$ cat config.mk
export PLATFORM = sky130hd
export DESIGN_NAME = fft_out_sorter
export DESIGN_NICKNAME = d
export VERILOG_FILES = /design/src/rtl/fft_out_sorter.sv
export SDC_FILE = /design/constraint.sdc
export NUM_CORES = 2
export LEC_CHECK = 0
export ABC_AREA = 1
export CELL_PAD_IN_SITES_DETAIL_PLACEMENT = 1
export CELL_PAD_IN_SITES_GLOBAL_PLACEMENT = 2
export CORE_UTILIZATION = 42
export DETAILED_ROUTE_END_ITERATION = 10
export PLACE_DENSITY = 0.88
export SLEW_MARGIN = 20
export SYNTH_ARGS = -nofsm -noshare
export SYNTH_HDL_FRONTEND = slang
export SYNTH_SLANG_ARGS = --single-unit
$ cat constraint.sdc
create_clock -name clk -period 4.3 [get_ports clk]
set_input_delay 0.86 -clock clk [delete_from_list [all_inputs] [get_ports clk]]
set_output_delay 0.86 -clock clk [all_outputs]
set_load 0.01 [all_outputs]
$ cat src/rtl/fft_out_sorter.sv
// Reorders bit-reversed 32-point FFT output into natural frequency order.
// Ping-pong storage lets one frame be written while the other streams out.
module fft_out_sorter (
  input  logic        clk,
  input  logic        rst_n,
  input  logic        valid_i,
  input  logic [17:0] X_r,
  input  logic [17:0] X_i,
  input  logic        ready_i,
  output logic        valid_o,
  output logic [17:0] Y_r,
  output logic [17:0] Y_i,
  output logic [4:0]  idx_o,
  output logic        last_o,
  output logic        ovf_o
);

  typedef enum logic [0:0] {IDLE = 1'b0, READ = 1'b1} state_t;

  function automatic logic [4:0] bitrev5(input logic [4:0] a);
    return {a[0], a[1], a[2], a[3], a[4]};
  endfunction

  // Address is {bank, entry}; each entry holds {real, imag}.
  logic [35:0] mem_r [0:63];

  state_t      state_r, state_s;
  logic [4:0]  wr_cnt_r, wr_cnt_s;
  logic [4:0]  rd_cnt_r, rd_cnt_s;
  logic        wr_bank_r, wr_bank_s;
  logic        rd_bank_r, rd_bank_s;
  logic [1:0]  full_r, full_s;
  logic        ovf_s;
  logic        valid_s, last_s;
  logic [4:0]  idx_s;
  logic [17:0] yr_s, yi_s;
  logic        wr_en_s;
  logic        accept_s;

  assign wr_en_s  = valid_i && !full_r[wr_bank_r];
  assign accept_s = valid_o && ready_i;

  // Sample capture into the write bank at the bit-reversed address.
  always_ff @(posedge clk) begin
    if (wr_en_s) begin
      mem_r[{wr_bank_r, bitrev5(wr_cnt_r)}] <= {X_r, X_i};
    end
  end

  // Next-state for write counters, full flags, read FSM and output register.
  always_comb begin
    wr_cnt_s  = wr_cnt_r;
    wr_bank_s = wr_bank_r;
    full_s    = full_r;
    ovf_s     = ovf_o;
    state_s   = state_r;
    rd_cnt_s  = rd_cnt_r;
    rd_bank_s = rd_bank_r;
    valid_s   = valid_o;
    last_s    = last_o;
    idx_s     = idx_o;
    yr_s      = Y_r;
    yi_s      = Y_i;

    if (valid_i && full_r[wr_bank_r]) begin
      ovf_s = 1'b1;
    end else if (valid_i) begin
      wr_cnt_s = wr_cnt_r + 5'd1;
      if (wr_cnt_r == 5'd31) begin
        full_s[wr_bank_r] = 1'b1;
        wr_bank_s         = ~wr_bank_r;
      end else begin
        wr_bank_s = wr_bank_r;
      end
    end else begin
      ovf_s = ovf_o;
    end

    // The writer only completes a non-full bank and the reader only releases a full one,
    // so the set and clear below never collide on the same flag.
    case (state_r)
      IDLE: begin
        if (full_r[rd_bank_r]) begin
          state_s  = READ;
          rd_cnt_s = 5'd0;
        end else begin
          state_s = IDLE;
        end
      end
      READ: begin
        if (accept_s && last_o) begin
          full_s[rd_bank_r] = 1'b0;
          rd_bank_s         = ~rd_bank_r;
          if (full_r[~rd_bank_r]) begin
            {yr_s, yi_s} = mem_r[{~rd_bank_r, 5'd0}];
            idx_s        = 5'd0;
            last_s       = 1'b0;
            valid_s      = 1'b1;
            rd_cnt_s     = 5'd1;
          end else begin
            state_s  = IDLE;
            valid_s  = 1'b0;
            last_s   = 1'b0;
            rd_cnt_s = 5'd0;
          end
        end else if (!valid_o || (ready_i && !last_o)) begin
          {yr_s, yi_s} = mem_r[{rd_bank_r, rd_cnt_r}];
          idx_s        = rd_cnt_r;
          last_s       = (rd_cnt_r == 5'd31);
          valid_s      = 1'b1;
          rd_cnt_s     = rd_cnt_r + 5'd1;
        end else begin
          valid_s = valid_o;
        end
      end
      default: state_s = IDLE;
    endcase
  end

  // State and output registers.
  always_ff @(posedge clk or negedge rst_n) begin
    if (!rst_n) begin
      state_r   <= IDLE;
      wr_cnt_r  <= 5'd0;
      wr_bank_r <= 1'b0;
      rd_cnt_r  <= 5'd0;
      rd_bank_r <= 1'b0;
      full_r    <= 2'b00;
      ovf_o     <= 1'b0;
      valid_o   <= 1'b0;
      last_o    <= 1'b0;
      idx_o     <= 5'd0;
      Y_r       <= 18'd0;
      Y_i       <= 18'd0;
    end else begin
      state_r   <= state_s;
      wr_cnt_r  <= wr_cnt_s;
      wr_bank_r <= wr_bank_s;
      rd_cnt_r  <= rd_cnt_s;
      rd_bank_r <= rd_bank_s;
      full_r    <= full_s;
      ovf_o     <= ovf_s;
      valid_o   <= valid_s;
      last_o    <= last_s;
      idx_o     <= idx_s;
      Y_r       <= yr_s;
      Y_i       <= yi_s;
    end
  end

endmodule

; ---- Yosys cells after proc, flatten, opt, wreduce, memory -nomap -nowiden
; Memories as Yosys holds them, arrays and structs flattened.
; Cells that the tools add are included.
[classes]
bitwise = 7
n_mux = 39
n_reduce_logical = 18
addsub = 2
n_eq_ne = 5
n_lt_le_gt_ge = 5
[ops]
columns = operator, n
row1 = $mux W18, 6
row2 = $mux W5, 6
row3 = $mux W1, 18
row4 = $add A5 B1 Y5 const B, 2
row5 = $eq A5 B5 Y1 const B, 2
row6 = $mux W2, 5
row7 = $pmux W5 S2, 1
row8 = $reduce_and A2 Y1, 4
row9 = $logic_and A1 B1 Y1, 7
row10 = $lt A1 B2 Y1 const B, 3
row11 = $reduce_and A3 Y1, 2
row12 = $not A1 Y1, 4
row13 = $logic_not A1 Y1, 3
row14 = $ne A3 B1 Y1 const B, 1
row15 = $and A2 B2 Y2, 1
row16 = $demux W1 S1, 2
row17 = $ge A1 B1 Y1 const B, 2
row18 = $ne A2 B1 Y1 const B, 1
row19 = $ne A2 B2 Y1 const B, 1
row20 = $not A2 Y2, 1
row21 = $or A2 B2 Y2, 1
row22 = $pmux W1 S2, 1
row23 = $reduce_bool A2 Y1, 1
row24 = $logic_or A1 B1 Y1, 1
[word_totals]
memories = 1
in_bits = 40
reg_bits = 59
ramBits = 2304
wordCells = 89
[mem_list]
columns = name, words, width, read_ports, rd_ports_with_merged_regs, wr, line
row1 = mem_r, 64, 36, 2, 0, 1, 25  ; logic [35:0] mem_r [0:63];

; ---- Logic depth before layout (Yosys ltp)
[logic_depth]
ltp_word = 11
depth_mapped = 14
depth_no_buf = 11

; ---- Worst setup path after synthesis
; No wires, ideal clock.
[synth_path]
kind = input -> register
from = input port valid_i
to = memory mem_r[13][0] (enable)
setup_slack_ps = 703
path_buffers = 1
arrival_ps = 3168
setup_time_ps = 429
cell_stages = 5
t_required_ps = 3871
path_cell_list = inv_1 > nor2_1 > buf_4 > nand4_1 > nor2_1
[synth_via]
elab_chain_cells = 3
[synth_rtl]
columns = element, line
row1 = from (decl), 6  ; input logic valid_i,
row2 = $logic_and A1 B1 Y1, 40  ; assign wr_en_s = valid_i && !full_r[wr_bank_r];
row3 = $mux W1, 45  ; if (wr_en_s) begin
row4 = $mux W1 (implied by the code), 46  ; mem_r[{wr_bank_r, bitrev5(wr_cnt_r)}] <= {X_r, X_i};
row5 = to (decl), 25
; Every way passes these cells.

; ---- Worst setup path after layout
[layout_path]
from = register rd_cnt_r[0]
to = register Y_i[16]
[layout_via]
elab_chain_cells = 3
[layout_rtl]
columns = element, line
row1 = from (decl), 29  ; logic [4:0] rd_cnt_r, rd_cnt_s;
row2 = from (signal assigned), 139  ; rd_cnt_r <= rd_cnt_s;
row3 = $mem_v2 Z64 W36, n/a
row4 = $mux W18, 106  ; end else if (!valid_o || (ready_i && !last_o)) begin
row5 = $mux W18, 91  ; if (accept_s && last_o) begin
row6 = to (signal assigned), 147  ; Y_i <= yi_s;
row7 = to (decl), 12  ; output logic [17:0] Y_i,
; Every way passes these cells. The select of a mux whose other input is x is not followed.
; A chain may end at the register's enable or synchronous reset.

==> flow_summary.json <==
{
  "grtUsageTotal_pct": 27.7,
  "use_met1_pct": 36.7,
  "areaGrowthSynthToFinish_pct": 13.3,
  "grt_pass1_wl_um": 466000,
  "worstPathArrival_ns": 4.25,
  "multi_input_area_um2": 22300,
  "vias": 66657,
  "drtAntennaViolNets": 0,
  "syn_inst": 7934,
  "total_leakage_power_uw": 0.0378,
  "worst_ep_required_time_ns": 5.14,
  "crit_fanout": 57,
  "core_um2": 225000,
  "root_buffer": "clkbuf_16",
  "setup_ws_ns": 0.896,
  "yosys_warnings": 0,
  "die-area_um2": 229000,
  "gp_congestion": 0.853,
  "avgSynthCellArea_um2": 12.0,
  "drt_iter0_drc": 7978,
  "fin_skew_ns": 0.0588,
  "ios": 84,
  "post-cts-setup-buffers": 0,
  "start_util_pct": 42.3,
  "drv_cap": 0,
  "drtPass1Iterations": 5,
  "syn_area_um2": 95200,
  "netlist-cell-type-count": 27,
  "nets": 8007,
  "numPortBuffers": 83,
  "critPathKind": "flop to flop",
  "routed_wl_um": 319000,
  "yosysSeqAreaShare_pct": 74.2,
  "fin_tns_setup_ns": 0,
  "hold_path_class": "input pin to async pin",
  "wire_per_inst_um": 28.6,
  "insertion_delay_ns": 0.91,
  "cp-start-kind": "flop",
  "grt_max_degree": 164,
  "grt_pass1_vias": 68453,
  "clkTransAtPathRegs_ns": 0.06,
  "ir_worst_vdd_v": 0.000577,
  "cts_resized": 0,
  "via_per_inst": 5.97,
  "slew_violations": 0,
  "post-place-ws_ns": 0.897,
  "antenna_found_initial": 19,
  "power_density_nw_per_um2": 688,
  "grt-ovfl-total": 0,
  "dp.final_hpwl_um": 186000,
  "tritoncts": "built",
  "fill_cells": 23160,
  "max_clock_freq_mhz": 294,
  "synth_nets": 7978,
  "grt.busiest_layer": "met2",
  "htree_num_levels": 4,
  "status": "finished, final reports clean",
  "grt.met2_usage_pct": 45.0,
  "rows": 174,
  "die_w_um": 478,
  "slew_headroom_pct": 24.4,
  "drive_gt1_share_pct": 8.22,
  "clockBufferDepth": 3,
  "register_area_um2": 70700,
  "cts_hold_buf": 0,
  "setup_viol": 0,
  "hold_viol": 0,
  "period_needed_ns": 3.40,
  "worst_pin_slew_ns": 1.13,
  "cts_buffers": 238,
  "clock_sinks": 2363,
  "drc": 0,
  "rsz0062_at_grt": "no",
  "die_height_um": 478,
  "period_share_pct": 79.2,
  "synth_seq_cells": 2363,
  "use_met3_pct": 4.43,
  "endpoint_kind": "flop"
}
[final cells by class]
| class | count | share of cell area [%] |
|---|---|---|
| Antenna cell | 8 | 0.0186 |
| Clock inverter | 124 | 1.05 |
| Tap cell | 2992 | 3.47 |
| Inverter | 21 | 0.102 |
| Clock buffer | 320 | 5.93 |
| Timing Repair Buffer | 319 | 3.22 |
| Sequential cell | 2363 | 65.5 |
| Multi-Input combinational cell | 5020 | 20.7 |
[Yosys cell counts (all sizes together)]
| library cell | n | share of area (%) |
|---|---|---|
| nand2 | 2670 | 11 |
| edfxtp | 2304 | 73 |
| nand3 | 2198 | 12 |
| buf | 421 | 2.3 |
| clkbuf | 109 | 0.43 |
| nor2 | 70 | 0.28 |
| dfrtp | 59 | 1.6 |
| a31oi | 38 | 0.25 |
| inv | 21 | 0.083 |
| o21ai | 11 | 0.058 |
| nand4 | 9 | 0.059 |
| a21oi | 7 | 0.037 |
| xor2 | 5 | 0.046 |
| ha | 4 | 0.053 |
| a21o | 1 | 0.0079 |
| a22oi | 1 | 0.0079 |
| and3 | 1 | 0.0066 |
| nor3 | 1 | 0.0053 |
| o21a | 1 | 0.0079 |
| o22ai | 1 | 0.0066 |
| o31ai | 1 | 0.0079 |
| or2 | 1 | 0.0066 |
[critical path, cell delays in order, from the launching register on]
cell and delay (ns):
dfrtp_4 0.64, inv_8 0.56, buf_4 0.47, nand2_1 0.11, nand3_1 0.10, nand3_1 0.32, nand3_1 0.19, nand3_1 0.10
nand3_1 0.49, nand2_1 0.12, nand2_1 0.08, nand2_1 0.05, nand2_1 0.05
[through the flow]
step | instances | util (%) | cell area (um2) | power [uW] | hold slack, ns
final | 11167 | 47.9 | 108000 | 74200 | 0.0996
after global routing | 11162 | 47.9 | 108000 | 76900 | 0.144
after CTS | 11159 | 47.9 | 108000 | 74000 | 0.0863
after detailed placement | 10715 | 44.6 | 100000 | 53800 | 0.467
after global placement | 10715 | 44.6 | 100000 | 53000 | 0.449
after floorplan | 7934 | - | 95200 | 42500 | 0.490
[power by group]
part	leakage [uW]	internal, uW	switching [uW]
clock network	0.00365	11300	8950
logic	0.0128	6900	20000
registers	0.0214	26200	787
[routing by layer]
layer / wire length, um / part of all wire, %
met1: 126000 / 39
met2: 153000 / 48
met3: 26500 / 8.3
met4: 14300 / 4.5
met5: 17 / 0.0053
[kinds of logic after synthesis]
| logic type | share of synthesized area [%] |
|---|---|
| AND/OR/NAND/NOR | 22.4 |
| XOR/XNOR | 0.0460 |
| AO/OA/AOI/OAI | 0.383 |
| adder cells (fa/ha/maj) | 0.0526 |
| buffers and inverters | 2.83 |
| flip-flops | 74.2 |
[final timing paths]
check	cells past startpoint	slack [ns]	start	end
worst max-delay path	12	0.90	rd_cnt_r[0]	Y_i[16]
worst min-delay path	1	0.1	rst_n	idx_o[4]
worst max register to register	12	0.90	rd_cnt_r[0]	Y_i[16]
worst min register to register	2	0.49	Y_i[15]	Y_i[15]
max in group asynchronous	1	3.40	rst_n	rd_cnt_r[0]
min in group clk	1	0.22	X_r[10]	mem_r[47][28]
[sequential cells by signal, summed over array words and instances (netlist names)]
register	cells
last_o	1
full_r	2
Y_r	18
rd_bank_r	1
valid_o	1
ovf_o	1
state_r	1
Y_i	18
wr_cnt_r	5
idx_o	5
rd_cnt_r	5
wr_bank_r	1
mem_r	2304
[cells in the final DEF, fill, tap and decap left out, types with 7 or more instances in the layout]
cell / Yosys / routed
a21oi_1: 7 / 7
a31oi_1: 38 / 38
buf_12: 0 / 78
buf_4: 44 / 192
bufinv_16: 0 / 15
clkbuf_1: 108 / 70
clkbuf_16: 0 / 239
clkbuf_8: 0 / 11
clkdlybuf4s50_1: 0 / 46
clkinv_1: 0 / 55
clkinv_2: 0 / 33
dfrtp_1: 59 / 53
diode_2: 0 / 8
edfxtp_1: 2304 / 2304
inv_1: 17 / 13
nand2_1: 2670 / 2670
nand3_1: 2198 / 2197
nand4_1: 9 / 9
nor2_4: 0 / 64
o21ai_0: 11 / 11
No activity file was read; power rests on OpenSTA's default activity.
